**src/rtl/nn_inference_sequencer.sv**
```systemverilog
// Forward-pass sequencer for the output layer: clears and steps the MAC over every
// pixel for each class, keeps the best signed score and reports the winning class.
module nn_inference_sequencer #(
    parameter int NUM_PIXELS  = 196,
    parameter int NUM_CLASSES = 10,
    parameter int ACC_W       = 16,
    parameter int MAC_LAT     = 1
) (
    input  logic                                      clk,
    input  logic                                      reset_n,
    input  logic                                      image_ready,
    input  logic signed [ACC_W-1:0]                   acc_in,
    output logic                                      acc_clr,
    output logic                                      mac_en,
    output logic [$clog2(NUM_PIXELS)-1:0]             pix_addr,
    output logic [$clog2(NUM_CLASSES*NUM_PIXELS)-1:0] wt_addr,
    output logic                                      busy,
    output logic                                      done,
    output logic [3:0]                                class_out
);

    localparam int PIX_W = $clog2(NUM_PIXELS);
    localparam int WT_W  = $clog2(NUM_CLASSES * NUM_PIXELS);
    localparam int CLS_W = $clog2(NUM_CLASSES);
    localparam int DRN_W = (MAC_LAT > 1) ? $clog2(MAC_LAT) : 1;

    localparam logic [PIX_W-1:0] PIX_LAST = PIX_W'(NUM_PIXELS - 1);
    localparam logic [CLS_W-1:0] CLS_LAST = CLS_W'(NUM_CLASSES - 1);
    localparam logic [DRN_W-1:0] DRN_LAST = DRN_W'(MAC_LAT - 1);

    typedef enum logic [2:0] {
        S_IDLE,
        S_CLR,
        S_MAC,
        S_DRAIN,
        S_CMP,
        S_DONE
    } state_t;

    state_t                   r_state;
    logic [PIX_W-1:0]         r_pix;
    logic [WT_W-1:0]          r_wt;
    logic [CLS_W-1:0]         r_class;
    logic [CLS_W-1:0]         r_best_class;
    logic [DRN_W-1:0]         r_drain;
    logic signed [ACC_W-1:0]  r_best;

    logic                     w_take;
    logic [CLS_W-1:0]         w_winner;

    // Class 0 always seeds the best score; strict compare keeps ties on the lower class.
    always_comb begin
        w_take   = (r_class == '0) || (acc_in > r_best);
        w_winner = w_take ? r_class : r_best_class;
    end

    always_ff @(posedge clk) begin
        if (!reset_n) begin
            r_state      <= S_IDLE;
            r_pix        <= '0;
            r_wt         <= '0;
            r_class      <= '0;
            r_best_class <= '0;
            r_drain      <= '0;
            r_best       <= '0;
            acc_clr      <= 1'b0;
            mac_en       <= 1'b0;
            pix_addr     <= '0;
            wt_addr      <= '0;
            busy         <= 1'b0;
            done         <= 1'b0;
            class_out    <= '0;
        end else begin
            // NOTE: pulse outputs and addresses default low here, so every state only
            // raises what it needs and nothing can hold over a stale value.
            acc_clr  <= 1'b0;
            mac_en   <= 1'b0;
            pix_addr <= '0;
            wt_addr  <= '0;

            if ((r_state inside {S_CLR, S_MAC, S_DRAIN, S_CMP}) && !image_ready) begin
                r_state <= S_IDLE;
                busy    <= 1'b0;
            end else begin
                unique case (r_state)
                    S_IDLE: begin
                        if (image_ready) begin
                            r_state <= S_CLR;
                            r_class <= '0;
                            r_wt    <= '0;
                            acc_clr <= 1'b1;
                            busy    <= 1'b1;
                        end
                    end
                    S_CLR: begin
                        r_state  <= S_MAC;
                        r_pix    <= '0;
                        mac_en   <= 1'b1;
                        pix_addr <= '0;
                        wt_addr  <= r_wt;
                    end
                    S_MAC: begin
                        // r_wt runs continuously, so it equals class*NUM_PIXELS + pix.
                        r_wt <= r_wt + 1'b1;
                        if (r_pix == PIX_LAST) begin
                            r_state <= S_DRAIN;
                            r_drain <= '0;
                        end else begin
                            r_pix    <= r_pix + 1'b1;
                            mac_en   <= 1'b1;
                            pix_addr <= r_pix + 1'b1;
                            wt_addr  <= r_wt + 1'b1;
                        end
                    end
                    S_DRAIN: begin
                        r_drain <= r_drain + 1'b1;
                        if (r_drain == DRN_LAST) begin
                            r_state <= S_CMP;
                        end
                    end
                    S_CMP: begin
                        if (w_take) begin
                            r_best       <= acc_in;
                            r_best_class <= r_class;
                        end
                        if (r_class == CLS_LAST) begin
                            r_state   <= S_DONE;
                            done      <= 1'b1;
                            busy      <= 1'b0;
                            class_out <= 4'(w_winner);
                        end else begin
                            r_state <= S_CLR;
                            r_class <= r_class + 1'b1;
                            acc_clr <= 1'b1;
                        end
                    end
                    S_DONE: begin
                        if (!image_ready) begin
                            r_state <= S_IDLE;
                            done    <= 1'b0;
                        end
                    end
                    default: begin
                        r_state <= S_IDLE;
                        busy    <= 1'b0;
                        done    <= 1'b0;
                    end
                endcase
            end
        end
    end

endmodule

```
**config.mk**
```make
export PLATFORM = sky130hd
export DESIGN_NAME = nn_inference_sequencer
export DESIGN_NICKNAME = d
export VERILOG_FILES = /design/src/rtl/nn_inference_sequencer.sv
export SDC_FILE = /design/constraint.sdc
export NUM_CORES = 1
export LEC_CHECK = 0
export CORE_ASPECT_RATIO = 0.9
export CORE_MARGIN = 2
export CORE_UTILIZATION = 30
export DETAILED_ROUTE_END_ITERATION = 12
export GPL_TIMING_DRIVEN = 0
export HOLD_SLACK_MARGIN = 0.12
export PLACE_DENSITY = 0.62
export SLEW_MARGIN = 40
export SYNTH_ARGS = -nofsm -noshare
export SYNTH_HDL_FRONTEND = slang
export SYNTH_SLANG_ARGS = --single-unit
```
**constraint.sdc**
```tcl
create_clock -name clk -period 2.2 [get_ports clk]
set_clock_uncertainty 0.05 [all_clocks]
set_input_delay 0.44 -clock clk [delete_from_list [all_inputs] [get_ports clk]]
set_output_delay 0.44 -clock clk [all_outputs]
set_load 0.005 [all_outputs]
```
==> out/metrics.csv, run 1 <==
metric,value,unit
First-pass DRT Iterations,5,
Via density,4.88,
final worst slack,-275,ps
die area,13300,sq um
"Net Count, Synth",502,
CTS tree,built,
hold-fix buffer count after cts,0,
Hold Fails Final Rpt,0,
PwrDens,638,nW/um^2
Min-Delay Path Class,primary input to flip-flop,
share of cells above drive strength 1,16.0,%
"top cells by count, synth","nand2_1 (77), dfxtp_1 (74), nor2_1 (51)",
antenna-violating nets left,0,
final standard cell area without fillers,5080,sq um
XOR/XNOR share of the synthesized area,2.83,%
register bit total from synthesis,74,
Synth area leaders,"dfxtp_1 (40%), nand2_1 (7.8%), ha_1 (7.1%)",
Yosys warning total,0,
wire length per cell,13.5,microns
Slew @ Worst Pin,602,ps
diode count,0,
Clock transition at path regs,60,ps
number of synthesized flops with an enable pin,0,
setup_tns,-5330,ps
Root Driver,clkbuf_16,
CP max stage cell,or3_4,
WP data arrival,2650,ps
global-route wire length before repair,15300,microns
Placement Rows,38,
grt ovf,0,
max cap viols,0,
Synth Area in Adders,7.08,%
simple-gate share of the synthesized area,23.7,%
antenna violations before repair,0,
Pwr Total,3240,uW
Initial Utilization,30.8,%
Post-Route WL,9330,microns
IO Pins,46,
CP Class,primary input to flip-flop,
syn avg cell area,8.04,sq um
largest net degree at the start of global routing,14,
Yosys top cell area share,39.9,%
CTS Buffer Depth,2,
Filler Cell Count,1226,
vias in the first global route,3319,
via count,3370,
Sink Count,74,
RSZ-0062 raised after global routing,yes,
die height,110,microns
gpl congestion,0.864,
leakage power,0.00181,uW
CP cell instances,dlygate4sd2_1 -> ha_1 -> buf_4 -> a21oi_2 -> o221ai_4 -> or3_4 -> o211ai_4 -> a21oi_4 -> buf_12 -> clkbuf_16 -> mux2i_1,
cells after synthesis,462,
Max VDD drop,606,uV
crit path capture type,flip-flop,
Final Max Tran Viols,0,
Compound-Gate Fraction of Synth Area,16.3,%
detailed placement HPWL,6440,microns
ys async rst share,0,%
period utilization,112,%
most frequent cell after synthesis,nand2_1,
status,"complete, but fails checks",
DRT iter0 DRCs,169,
count of cell types in the netlist,50,
Synth Flop Type,dfxtp_1,
"non-filler cells, final",691,
core box area,12100,sq um
Port-buffer cells,44,
total CTS buffers,9,
"area leader, netlist",dfxtp_1,
Slew HR,59.7,%
failing checks,setup timing,
Tot GR Track Use,14.6,%
crit start category,primary input,
Die W,121,microns
CP Max Fanout,5,
Max Fclk,404,MHz
Placed Cells,666,
register area share after synthesis,39.9,%
clock latency on the worst-skew pair,340,ps
CTS H-Tree Depth,3,
area grow syn2layout,36.8,%
"Setup violations, final",24,
Worst path max stage delay,430,ps
largest family of logic cells by synthesized area,simple AND/OR/NAND/NOR gates,
required time worst endpoint,2380,ps
mux cell area share after synthesis,4.85,%
DRC viols,0,
dpl cell area,4440,sq um
Final nets,566,
Final min period,2470,ps
synthesized area,3710,sq um
==> routing by layer <==
metal	routed length, microns	global-route usage [%]	vias to the layer above
li1	-	-	1712
met1	4250	17.4	1572
met2	4460	24.8	73
met3	489	3.94	13
met4	136	6.49	0
met5	0	0	-
==> registers in the layout, indices dropped and copies added, names as in the netlist <==
register	count
r_pix	8
r_wt	11
r_best_class	4
acc_clr	1
mac_en	1
pix_addr	8
r_state	3
class_out	4
busy	1
wt_addr	11
r_drain	1
r_best	16
r_class	4
done	1
==> per-stage QoR <==
step	worst slack, ps	util [%]	hold WS [ps]
2_1_floorplan	-6.74	-	385
3_3_place_gp	-679	36.8	393
3_5_place_dp	-767	36.8	399
4_1_cts	-277	40.7	409
5_1_grt	-340	42.1	344
6_report	-275	42.1	323
==> logic make-up (layout without fill, tap and decap cells) <==
family,Yosys count,in the layout
AND/OR/NAND/NOR,196,196
AO/OA/AOI/OAI,94,94
flip-flops,74,74
buffers and inverters,47,116
adder cells (fa/ha/maj),21,21
multiplexers,18,18
XOR/XNOR,12,12
==> worst max-delay path: cells and delay by family <==
family,cells,cell delay [ps]
and+or+nand+nor,1,430
buffers and inverters,4,700
AOI/OAI and AO/OA,4,640
muxes,1,120
adders and majority gates,1,310
==> timing repair <==
item                                    4_1_cts  5_1_grt
gates resized for setup                      39       33
endpoints found under the setup margin       44       37
gates cloned                                  1        1
hold endpoints to repair                      0        0
setup buffers                                 7        3
pin swaps                                    16       17
==> final cells by class <==
class,instances,area (sq um),area share (%)
multi-input combinational,341,2300,45.3
sequential,74,1500,29.5
timing repair buffer,53,556,10.9
clock buffer,11,243,4.78
tap,160,200,3.94
buffer,23,131,2.59
inverter,24,90.1,1.77
clock inverter,5,63.8,1.26
==> power breakdown <==
| group | total, uW | switching [uW] | internal (uW) |
|---|---|---|---|
| combinational | 362 | 210 | 153 |
| clock | 1500 | 587 | 915 |
| sequential | 1370 | 17.1 | 1360 |
| total | 3240 | 813 | 2430 |
==> final timing paths <==
path	start	end	slack, ps	depth (start not counted)
setup reg to reg	r_best[11]$_SDFFE_PN0P_	r_best[1]$_SDFFE_PN0P_	-240	11
hold reg to reg	r_best[7]$_SDFFE_PN0P_	r_best[7]$_SDFFE_PN0P_	410	2
hold / removal	acc_in[13]	r_best[13]$_SDFFE_PN0P_	320	3
setup / recovery	acc_in[11]	r_best[1]$_SDFFE_PN0P_	-270	11
==> placed cells by master (no fill, tap or decap), drive strengths merged, types with 2 or more instances in the layout <==
cell / count
nor2: 52
and2: 4
or4: 2
xor2: 8
clkdlybuf4s50: 30
a2bb2oi: 2
and3: 6
nand2b: 5
dfxtp: 74
inv: 23
o2bb2ai: 2
or2: 3
a21oi: 37
nand3: 17
dlygate4sd2: 6
o31ai: 4
mux2i: 18
dlymetal6s2s: 4
o22ai: 3
o21ai: 23
ha: 21
clkinv: 4
buf: 17
a31oi: 5
nand4: 8
xnor2: 4
nor3: 18
clkdlybuf4s15: 3
clkbuf: 27
a21o: 8
nand2: 77
o211ai: 3
Power figures use the tool's default switching activity.
==> run 2: changes to the inputs <==
--- a/config.mk
+++ b/config.mk
@@ -9,7 +9,6 @@
 export CORE_MARGIN = 2
 export CORE_UTILIZATION = 30
 export DETAILED_ROUTE_END_ITERATION = 12
-export GPL_TIMING_DRIVEN = 0
 export HOLD_SLACK_MARGIN = 0.12
 export PLACE_DENSITY = 0.62
 export SLEW_MARGIN = 40
==> constraint.sdc (replaced) <==
create_clock -name clk -period 2.2 [get_ports clk]
set_clock_uncertainty 0.05 [all_clocks]
set_input_delay 0.44 -clock clk [delete_from_list [all_inputs] [get_ports clk]]
set_output_delay 0.44 -clock clk [all_outputs]
set_load 0.02 [all_outputs]
==> run 2 against run 1 <==
The flow still finishes with violations (setup timing). Power grew 0.50%. Non-clock buffer count is 7 higher. Clock power barely moved. Routed wire length hardly changed. Clock-buffer cell count down 2. Flip-flop and latch count unchanged.
==> out/metrics.csv, run 2 (synthesis results as in run 1) <==
metric,value,unit
critical path depth,10,
Max Fclk,410,MHz
IO Pins,46,
reg-to-reg setup timing slack,-230,ps
CP Class,primary input to flip-flop,
CTS tree,built,
failing checks,setup timing,
Port-buffer cells,45,
total CTS buffers,9,
Worst path max stage delay,430,ps
RSZ-0062 raised after global routing,yes,
Via density,4.87,
detailed placement HPWL,6440,microns
PwrDens,635,nW/um^2
CP dominant cell by count,buf_12,
Tot GR Track Use,14.3,%
Initial Utilization,30.8,%
clock latency on the worst-skew pair,330,ps
global-route wire length before repair,15400,microns
antenna violations before repair,0,
"CP delay by family, top",compound AO/OA/AOI/OAI gates,
hold depth,3,
Max VDD drop,392,uV
Slew @ Worst Pin,427,ps
gpl congestion,0.835,
R2R Path Start,r_best[12]$_SDFFE_PN0P_,
Top Registers,"r_best (16), r_wt (11), wt_addr (11)",
worst r2r dst,r_best[15]$_SDFFE_PN0P_,
antenna-violating nets left,0,
share of cells above drive strength 1,17.8,%
Die W,121,microns
Min-Delay Path Class,primary input to flip-flop,
Final min period,2440,ps
Final nets,573,
"most common cell after layout, fill and taps aside",nand2_1,
via count,3398,
largest reg by FF count,r_best,
CTS H-Tree Depth,3,
Sw Ratio,25.5,%
Placed Cells,675,
diode count,0,
area of the multi-input gates,2250,sq um
die height,110,microns
final worst slack,-241,ps
clock share of power,45.3,%
Sink Count,74,
area grow syn2layout,38.1,%
period utilization,111,%
DRC viols,0,
Comb power frac,12.4,%
crit path capture type,flip-flop,
core box area,12100,sq um
"non-filler cells, final",698,
wire length per cell,13.4,microns
grt ovf,0,
"Setup violations, final",23,
CTS Buffer Depth,2,
required time worst endpoint,2400,ps
worst hold path endpoint,r_best[4]$_SDFFE_PN0P_,
vias in the first global route,3308,
Post-Route WL,9340,microns
CP max stage cell,clkdlybuf4s50_1,
Reg area,1490,sq um
largest net degree at the start of global routing,45,
Slew HR,71.4,%
leakage power,0.00189,uW
crit start category,primary input,
CP Max Fanout,5,
Placement Rows,38,
pre-CTS setup slack,-695,ps
Filler Cell Count,1221,
First-pass DRT Iterations,4,
final standard cell area without fillers,5130,sq um
Pint,2420,uW
status,"complete, but fails checks",
DRT iter0 DRCs,138,
hold path start,acc_in[4],
max cap viols,0,
NetSw,830,uW
Clock transition at path regs,60,ps
Largest register FFs,16,
WP data arrival,2640,ps
hold-fix buffer count after cts,0,
"commonest cells after routing, fill and taps aside","nand2_1 (76), dfxtp_1 (70), nor2_1 (51), buf_4 (32), a21oi_1 (31)",
dpl cell area,4600,sq um
CP cell instances,clkdlybuf4s50_1 -> ha_1 -> nand2_2 -> a2111oi_4 -> or3_4 -> o211ai_4 -> a21oi_4 -> buf_12 -> buf_12 -> mux2i_1,
Root Driver,clkbuf_16,
die area,13300,sq um
sequential power share,42.3,%
Final Max Tran Viols,0,
Hold Fails Final Rpt,0,
reg2reg path depth,11,
CP Buf/Inv Count,3,
run 2: cell types whose count changed in the layout (fill, tap and decap cells not counted), sizes merged:
cell,before,now
dlygate4sd2,6,7
buf,17,38
clkinvlp,1,2
inv,23,25
dlymetal6s2s,4,5
clkinv,4,3
clkbuf,27,9
run 2: how the worst max path moves through the flow:
stage,from,end,slack (ps)
5_1_grt,r_best[12]$_SDFFE_PN0P_,r_best[15]$_SDFFE_PN0P_,-330
4_1_cts,r_best[15]$_SDFFE_PN0P_,r_best[15]$_SDFFE_PN0P_,-230
2_1_floorplan,acc_in[14],r_best[0]$_SDFFE_PN0P_,-7
6_report,acc_in[8],r_best[15]$_SDFFE_PN0P_,-240
3_3_place_gp,acc_in[14],r_best[12]$_SDFFE_PN0P_,-590
3_5_place_dp,acc_in[12],r_best[10]$_SDFFE_PN0P_,-690
run 2: power by group through the flow:
stage          Combinational, uW  Sequential, uW  Clock [uW]
3_3_place_gp                 374            1400           0
4_1_cts                      392            1380        1520
6_report                     405            1380        1470
5_1_grt                      447            1380        1580
2_1_floorplan                206            1420           0
3_5_place_dp                 379            1410           0
run 2: tightest hold or removal path: stages:
cell	delay [ps]
dlymetal6s2s_1	150
nand2_1	70
mux2i_1	60
run 2: routing by layer:
| layer | vias to the layer above | wire, microns | share of wire [%] | track usage (%) |
|---|---|---|---|---|
| met2 | 60 | 4480 | 48 | 24.8 |
| met5 | - | 0 | 0 | 0 |
| met3 | 12 | 315 | 3.4 | 3.11 |
| met1 | 1593 | 4400 | 47 | 18.1 |
| met4 | 0 | 150 | 1.6 | 3.94 |
| li1 | 1733 | - | - | - |
run 2: layout make-up:
type,count,share of cell area [%]
inverters,24,1.76
clock buffers,9,4.39
clock inverters,7,1.49
well taps,160,3.90
flip-flops and latches,74,29.0
repair buffers,83,15.5
multi-input cells,341,44.0
run 2: stage by stage:
| stage | total power (uW) | hold WS [ps] | TNS [ps] | util (%) |
|---|---|---|---|---|
| 2_1_floorplan | 1620 | 385 | -67.4 | - |
| 3_3_place_gp | 1780 | 392 | -13580 | 38.1 |
| 3_5_place_dp | 1780 | 403 | -15480 | 38.1 |
| 4_1_cts | 3290 | 412 | -4150 | 41.7 |
| 5_1_grt | 3410 | 415 | -6400 | 42.5 |
| 6_report | 3250 | 402 | -4390 | 42.5 |
run 2: timing repair:
| item | 4_1_cts | 5_1_grt |
|---|---|---|
| resized for setup | 31 | 17 |
| cloned | 1 | 0 |
| buffers inserted | 6 | 2 |
| endpoints found under the setup margin | 24 | 42 |
| pin swaps | 15 | 12 |
